===== src/rtl/led_breathe.sv =====
// Breathing-LED driver: blink-signal rising edges step a duty value through
// rise/peak/fall/trough, and a free-running PWM drives the LED. Optional gamma via LED_BREATHE_GAMMA_EN.
module led_breathe #(
  parameter int PWM_BITS   = 8,
  parameter int STEP       = 1,
  parameter int HOLD_TICKS = 2
) (
  input  logic                clock,
  input  logic                reset_n,
  input  logic                tick_in,
  input  logic                enable,
  output logic                led_out,
  output logic [PWM_BITS-1:0] duty,
  output logic [2:0]          state
);

  localparam int DMAX = (1 << PWM_BITS) - 1;
  localparam logic [PWM_BITS:0]   DMAX_W = (PWM_BITS+1)'(DMAX);
  localparam logic [PWM_BITS-1:0] DMAX_P = PWM_BITS'(DMAX);
  localparam logic [PWM_BITS:0]   STEP_W = (PWM_BITS+1)'(STEP);
  localparam logic [PWM_BITS-1:0] STEP_P = PWM_BITS'(STEP);
  localparam logic [8:0]          HOLD_W = 9'(HOLD_TICKS);

  typedef enum logic [2:0] {
    S_IDLE   = 3'd0,
    S_RISE   = 3'd1,
    S_PEAK   = 3'd2,
    S_FALL   = 3'd3,
    S_TROUGH = 3'd4
  } state_t;

  state_t              r_state, w_stateNext;
  logic [PWM_BITS-1:0] r_duty, w_dutyNext;
  logic [7:0]          r_hold, w_holdNext;
  logic                r_tickDly;
  logic                w_tick;
  logic [PWM_BITS:0]   w_riseSum;
  logic [PWM_BITS-1:0] w_riseDuty;
  logic [PWM_BITS-1:0] w_fallDuty;
  logic                w_holdDone;
  logic [PWM_BITS-1:0] w_effDuty;
  logic [PWM_BITS-1:0] r_pwmCnt;
  logic [PWM_BITS-1:0] r_dutyActive;
  logic                w_pwmWrap;

  // tick delay resets high so a blink input already high at release is not an edge
  assign w_tick     = tick_in & ~r_tickDly;
  assign w_riseSum  = {1'b0, r_duty} + STEP_W;
  assign w_riseDuty = (w_riseSum > DMAX_W) ? DMAX_P : w_riseSum[PWM_BITS-1:0];
  assign w_fallDuty = ({1'b0, r_duty} > STEP_W) ? (r_duty - STEP_P) : '0;
  assign w_holdDone = (({1'b0, r_hold} + 9'd1) == HOLD_W);

`ifdef LED_BREATHE_GAMMA_EN
  logic [2*PWM_BITS:0] w_dutyWide;
  logic [2*PWM_BITS:0] w_prod;
  assign w_dutyWide = (2*PWM_BITS+1)'(r_duty);
  assign w_prod     = w_dutyWide * (w_dutyWide + (2*PWM_BITS+1)'(1));
  assign w_effDuty  = PWM_BITS'(w_prod >> PWM_BITS);
`else
  assign w_effDuty  = r_duty;
`endif

  always_ff @(posedge clock or negedge reset_n) begin
    if (!reset_n) begin
      r_state   <= S_IDLE;
      r_duty    <= '0;
      r_hold    <= '0;
      r_tickDly <= 1'b1;
    end else begin
      r_state   <= w_stateNext;
      r_duty    <= w_dutyNext;
      r_hold    <= w_holdNext;
      r_tickDly <= tick_in;
    end
  end

  always_comb begin
    w_stateNext = r_state;
    w_dutyNext  = r_duty;
    w_holdNext  = r_hold;
    if (!enable) begin
      w_stateNext = S_IDLE;
      w_dutyNext  = '0;
      w_holdNext  = '0;
    end else begin
      case (r_state)
        S_IDLE: begin
          w_stateNext = S_RISE;
          w_dutyNext  = '0;
          w_holdNext  = '0;
        end
        S_RISE: if (w_tick) begin
          w_dutyNext = w_riseDuty;
          if (w_riseDuty == DMAX_P) begin
            w_stateNext = S_PEAK;
            w_holdNext  = '0;
          end
        end
        S_PEAK: if (w_tick) begin
          if (w_holdDone) begin
            w_stateNext = S_FALL;
            w_holdNext  = '0;
          end else begin
            w_holdNext = r_hold + 8'd1;
          end
        end
        S_FALL: if (w_tick) begin
          w_dutyNext = w_fallDuty;
          if (w_fallDuty == '0) begin
            w_stateNext = S_TROUGH;
            w_holdNext  = '0;
          end
        end
        S_TROUGH: if (w_tick) begin
          if (w_holdDone) begin
            w_stateNext = S_RISE;
            w_holdNext  = '0;
          end else begin
            w_holdNext = r_hold + 8'd1;
          end
        end
        default: begin
          w_stateNext = S_IDLE;
          w_dutyNext  = '0;
          w_holdNext  = '0;
        end
      endcase
    end
  end

  // duty is latched only at the period boundary so a mid-period step never glitches the LED
  assign w_pwmWrap = (r_pwmCnt == PWM_BITS'(DMAX - 1));

  always_ff @(posedge clock or negedge reset_n) begin
    if (!reset_n) begin
      r_pwmCnt     <= '0;
      r_dutyActive <= '0;
      led_out      <= 1'b0;
    end else begin
      r_pwmCnt <= w_pwmWrap ? '0 : (r_pwmCnt + PWM_BITS'(1));
      if (!enable)
        r_dutyActive <= '0;
      else if (w_pwmWrap)
        r_dutyActive <= w_effDuty;
      led_out <= enable & (r_pwmCnt < r_dutyActive);
    end
  end

  assign duty  = r_duty;
  assign state = r_state;

endmodule


===== config.mk =====
export PLATFORM = sky130hd
export DESIGN_NAME = led_breathe
export DESIGN_NICKNAME = d
export VERILOG_FILES = /design/src/rtl/led_breathe.sv
export SDC_FILE = /design/constraint.sdc
export NUM_CORES = 1
export LEC_CHECK = 0
export ABC_CLOCK_PERIOD_IN_PS = 7100
export CORE_MARGIN = 3
export CORE_UTILIZATION = 55
export CTS_BUF_LIST = sky130_fd_sc_hd__clkbuf_2 sky130_fd_sc_hd__clkbuf_4 sky130_fd_sc_hd__clkbuf_8
export DETAILED_ROUTE_END_ITERATION = 10
export HOLD_SLACK_MARGIN = 0.08
export PLACE_DENSITY = 0.75
export SLEW_MARGIN = 10
export SYNTH_ARGS = -nofsm -noshare
export SYNTH_HDL_FRONTEND = slang
export SYNTH_SLANG_ARGS = --single-unit
export TNS_END_PERCENT = 5

===== constraint.sdc =====
create_clock -name clock -period 7.1 [get_ports clock]
set_input_delay 1.42 -clock clock [delete_from_list [all_inputs] [get_ports clock]]
set_output_delay 1.42 -clock clock [all_outputs]
set_load 0.005 [all_outputs]

==> results.py <==
metrics = {
    "synth": {
        "synth_flop_cell": "dfrtp_1",
        "synth.avg_cell_area_sq_um": 9.08,
        "synth_edf_count": 0,
        "synth_fp_nets": 295,
        "syn-cell-area_sq_mm": 0.00250,
        "syn_inst": 276,
        "netlist-cell-type-count": 54,
        "ys_seq_area_share_pct": 37.0,
        "yosysWarningCount": 0,
        "synthArstFlopShare_pct": 100,
        "ys_ff_latch": 37,
    },
    "clocking": {
        "clk_path_buf_depth": 2,
        "ctsRootBufferMaster": "clkbuf_8",
        "cts_hold_buffers": 0,
        "cts_resized": 0,
        "cts.sink_count": 37,
        "clkTransAtPathRegs_ns": 0.08,
        "cts_tree": "built",
        "htree_levels": 2,
        "cts_buffers": 5,
        "post-cts-setup-buffer-count": 0,
        "clk_latency_ns": 0.29,
    },
    "final_layout": {
        "drive_above_1_share_pct": 8.10,
        "final_common_cell": "dfrtp_1",
        "layout_common_cells": "36 x dfrtp_1, 22 x nor2_1, 21 x nand2_1",
        "finalNonFillerCells": 334,
        "diodes": 0,
        "stdcell_area_sq_mm": 0.00276,
        "fin_nets": 302,
        "syn_to_final_growth_pct": 10.1,
        "postLayoutCoreUtil_pct": 65.7,
    },
    "sta": {
        "slew_violations": 0,
        "setup_violations": 0,
        "fin_crit_ns": 3.69,
        "timing.slew.headroom_pct": 40.7,
        "fmax_mhz": 271,
        "rsz0062_at_grt": "no",
        "tightest_slew_ns": 0.886,
        "fin_worst_skew_ns": 0.00499,
        "finalHoldViolCount": 0,
        "fin_crit_sh_pct": 51.9,
        "setup_tns_ns": 0,
    },
    "setup_path": {
        "critPathArrivalTime_ns": 3.87,
        "critical_path_class": "input port to flop",
        "critPathMaxFanout": 17,
        "critical_path.startpoint_type": "input port",
        "rrSetupSlack_ns": 3.82,
        "endpoint_kind": "flop",
        "critPathRequiredTime_ns": 7.28,
    },
    "grt": {
        "grt_max_degree": 38,
        "grt_pass1_wl_mm": 8.98,
        "grt_antenna_before_repair": 0,
        "grt_pass1_vias": 1886,
        "grt_usage_pct": 21.3,
        "overflow": 0,
    },
    "detailed_routing": {
        "vias_per_cell": 6.06,
        "drcViolationCount": 0,
        "wirelength_mm": 5.09,
        "drt-initial-drc-count": 154,
        "vias": 2025,
        "ant_nets": 0,
        "avgRoutedWirePerCell_um": 15.2,
        "firstDrtPassIters": 4,
    },
    "worst_hold_path": {
        "min-delay-path-class": "flop to flop",
    },
    "floorplanning": {
        "start_util_pct": 59.6,
        "die_area_sq_mm": 0.00540,
        "core_sq_mm": 0.00420,
        "die_x_um": 73.5,
        "io_pins": 16,
        "dieHeight_um": 73.5,
        "num_rows": 23,
    },
    "run": {
        "cap_violations": 0,
    },
    "placed_design": {
        "place_congestion": 0.908,
        "placed_area_sq_mm": 0.00264,
        "placement.io_buffers": 15,
        "post-dp-hpwl_mm": 3.54,
        "dp_cells": 326,
    },
    "pwr": {
        "power.total_w": 0.000661,
        "ir_drop_mv": 0.184,
        "p_leak_nw": 1.16,
        "pwr_density_cell_mw_per_mm2": 239,
    },
    "outcome": {
        "status": "completed",
    },
}
[routing by layer]
layer | GRT usage [%] | part of all wire [%]
met5 | 0 | 0
met4 | 7.04 | 1.5
met3 | 3.56 | 4.9
met2 | 31.6 | 44
met1 | 31.1 | 49
[worst paths after layout]
| check | startpoint | end | cells after the start |
|---|---|---|---|
| max in group asynchronous | reset_n | r_hold[7]$_DFFE_PN0P_ | 1 |
| hold reg to reg | r_pwmCnt[0]$_DFF_PN0_ | r_pwmCnt[0]$_DFF_PN0_ | 1 |
| setup reg to reg | duty[0]$_DFFE_PN0P_ | state[2]$_DFFE_PN0P_ | 8 |
| setup / recovery | enable | state[2]$_DFFE_PN0P_ | 7 |
| min in group asynchronous | reset_n | r_pwmCnt[2]$_DFF_PN0_ | 1 |
| hold / removal | r_pwmCnt[0]$_DFF_PN0_ | r_pwmCnt[0]$_DFF_PN0_ | 1 |
[final cells by class]
type / count / area [sq um]
Clock inverter: 2 / 37.5
Inverter: 14 / 52.6
Multi-Input combinational cell: 209 / 1440
Tap cell: 50 / 62.6
Timing Repair Buffer: 16 / 153
Fill cell: 359 / 1440
Clock buffer: 6 / 82.6
Sequential cell: 37 / 927
[registers in the layout (all words and copies together), names as in the netlist]
register	flops
state	3
r_hold	8
r_tickDly	1
r_dutyActive	8
r_pwmCnt	8
duty	8
led_out	1
[worst max-delay path, stage by stage]
cell and delay (ns):
clkdlybuf4s50_1 0.68, nand4bb_1 0.42, a211oi_1 0.11, a211oi_1 0.41, o221ai_4 0.29, nand2b_1 0.24, mux2_2 0.29
[cells by family after synthesis]
family / after synthesis / share of synthesized area [%]
AND/OR/NAND/NOR: 110 / 24.2
AO/OA/AOI/OAI: 61 / 17.0
flip-flops: 37 / 37.0
buffers and inverters: 30 / 5.34
adder cells (fa/ha/maj): 16 / 7.89
multiplexers: 13 / 5.34
XOR/XNOR: 9 / 3.15
[cell usage after synthesis (all sizes together) (5+ instances only)]
master / n / area share [%]
dfrtp: 36 / 36
nand2: 22 / 3.6
nor2: 22 / 3.3
o21ai: 18 / 3.6
ha: 15 / 7.5
inv: 14 / 2.1
nor2b: 14 / 3.5
clkbuf: 11 / 1.6
mux2i: 10 / 4.0
nand3: 9 / 1.8
and3: 8 / 2.0
nor3: 7 / 1.4
o21bai: 6 / 1.8
a21oi: 5 / 1.0
a22o: 5 / 1.7
buf: 5 / 1.6
nor4: 5 / 1.2
xor2: 5 / 1.7
[where the power goes]
group / internal, W / switching, W
logic: 0.0000987 / 0.000113
clock network: 0.000114 / 0.0000780
registers: 0.000222 / 0.0000351
[metrics by stage]
step	setup slack, ns	hold WS [ns]
6_report	3.41	0.505
3_5_place_dp	3.21	0.503
3_3_place_gp	3.27	0.496
2_1_floorplan	4.15	0.466
4_1_cts	3.41	0.514
5_1_grt	3.13	0.532
Note: power is estimated with default switching activity, not from simulation.
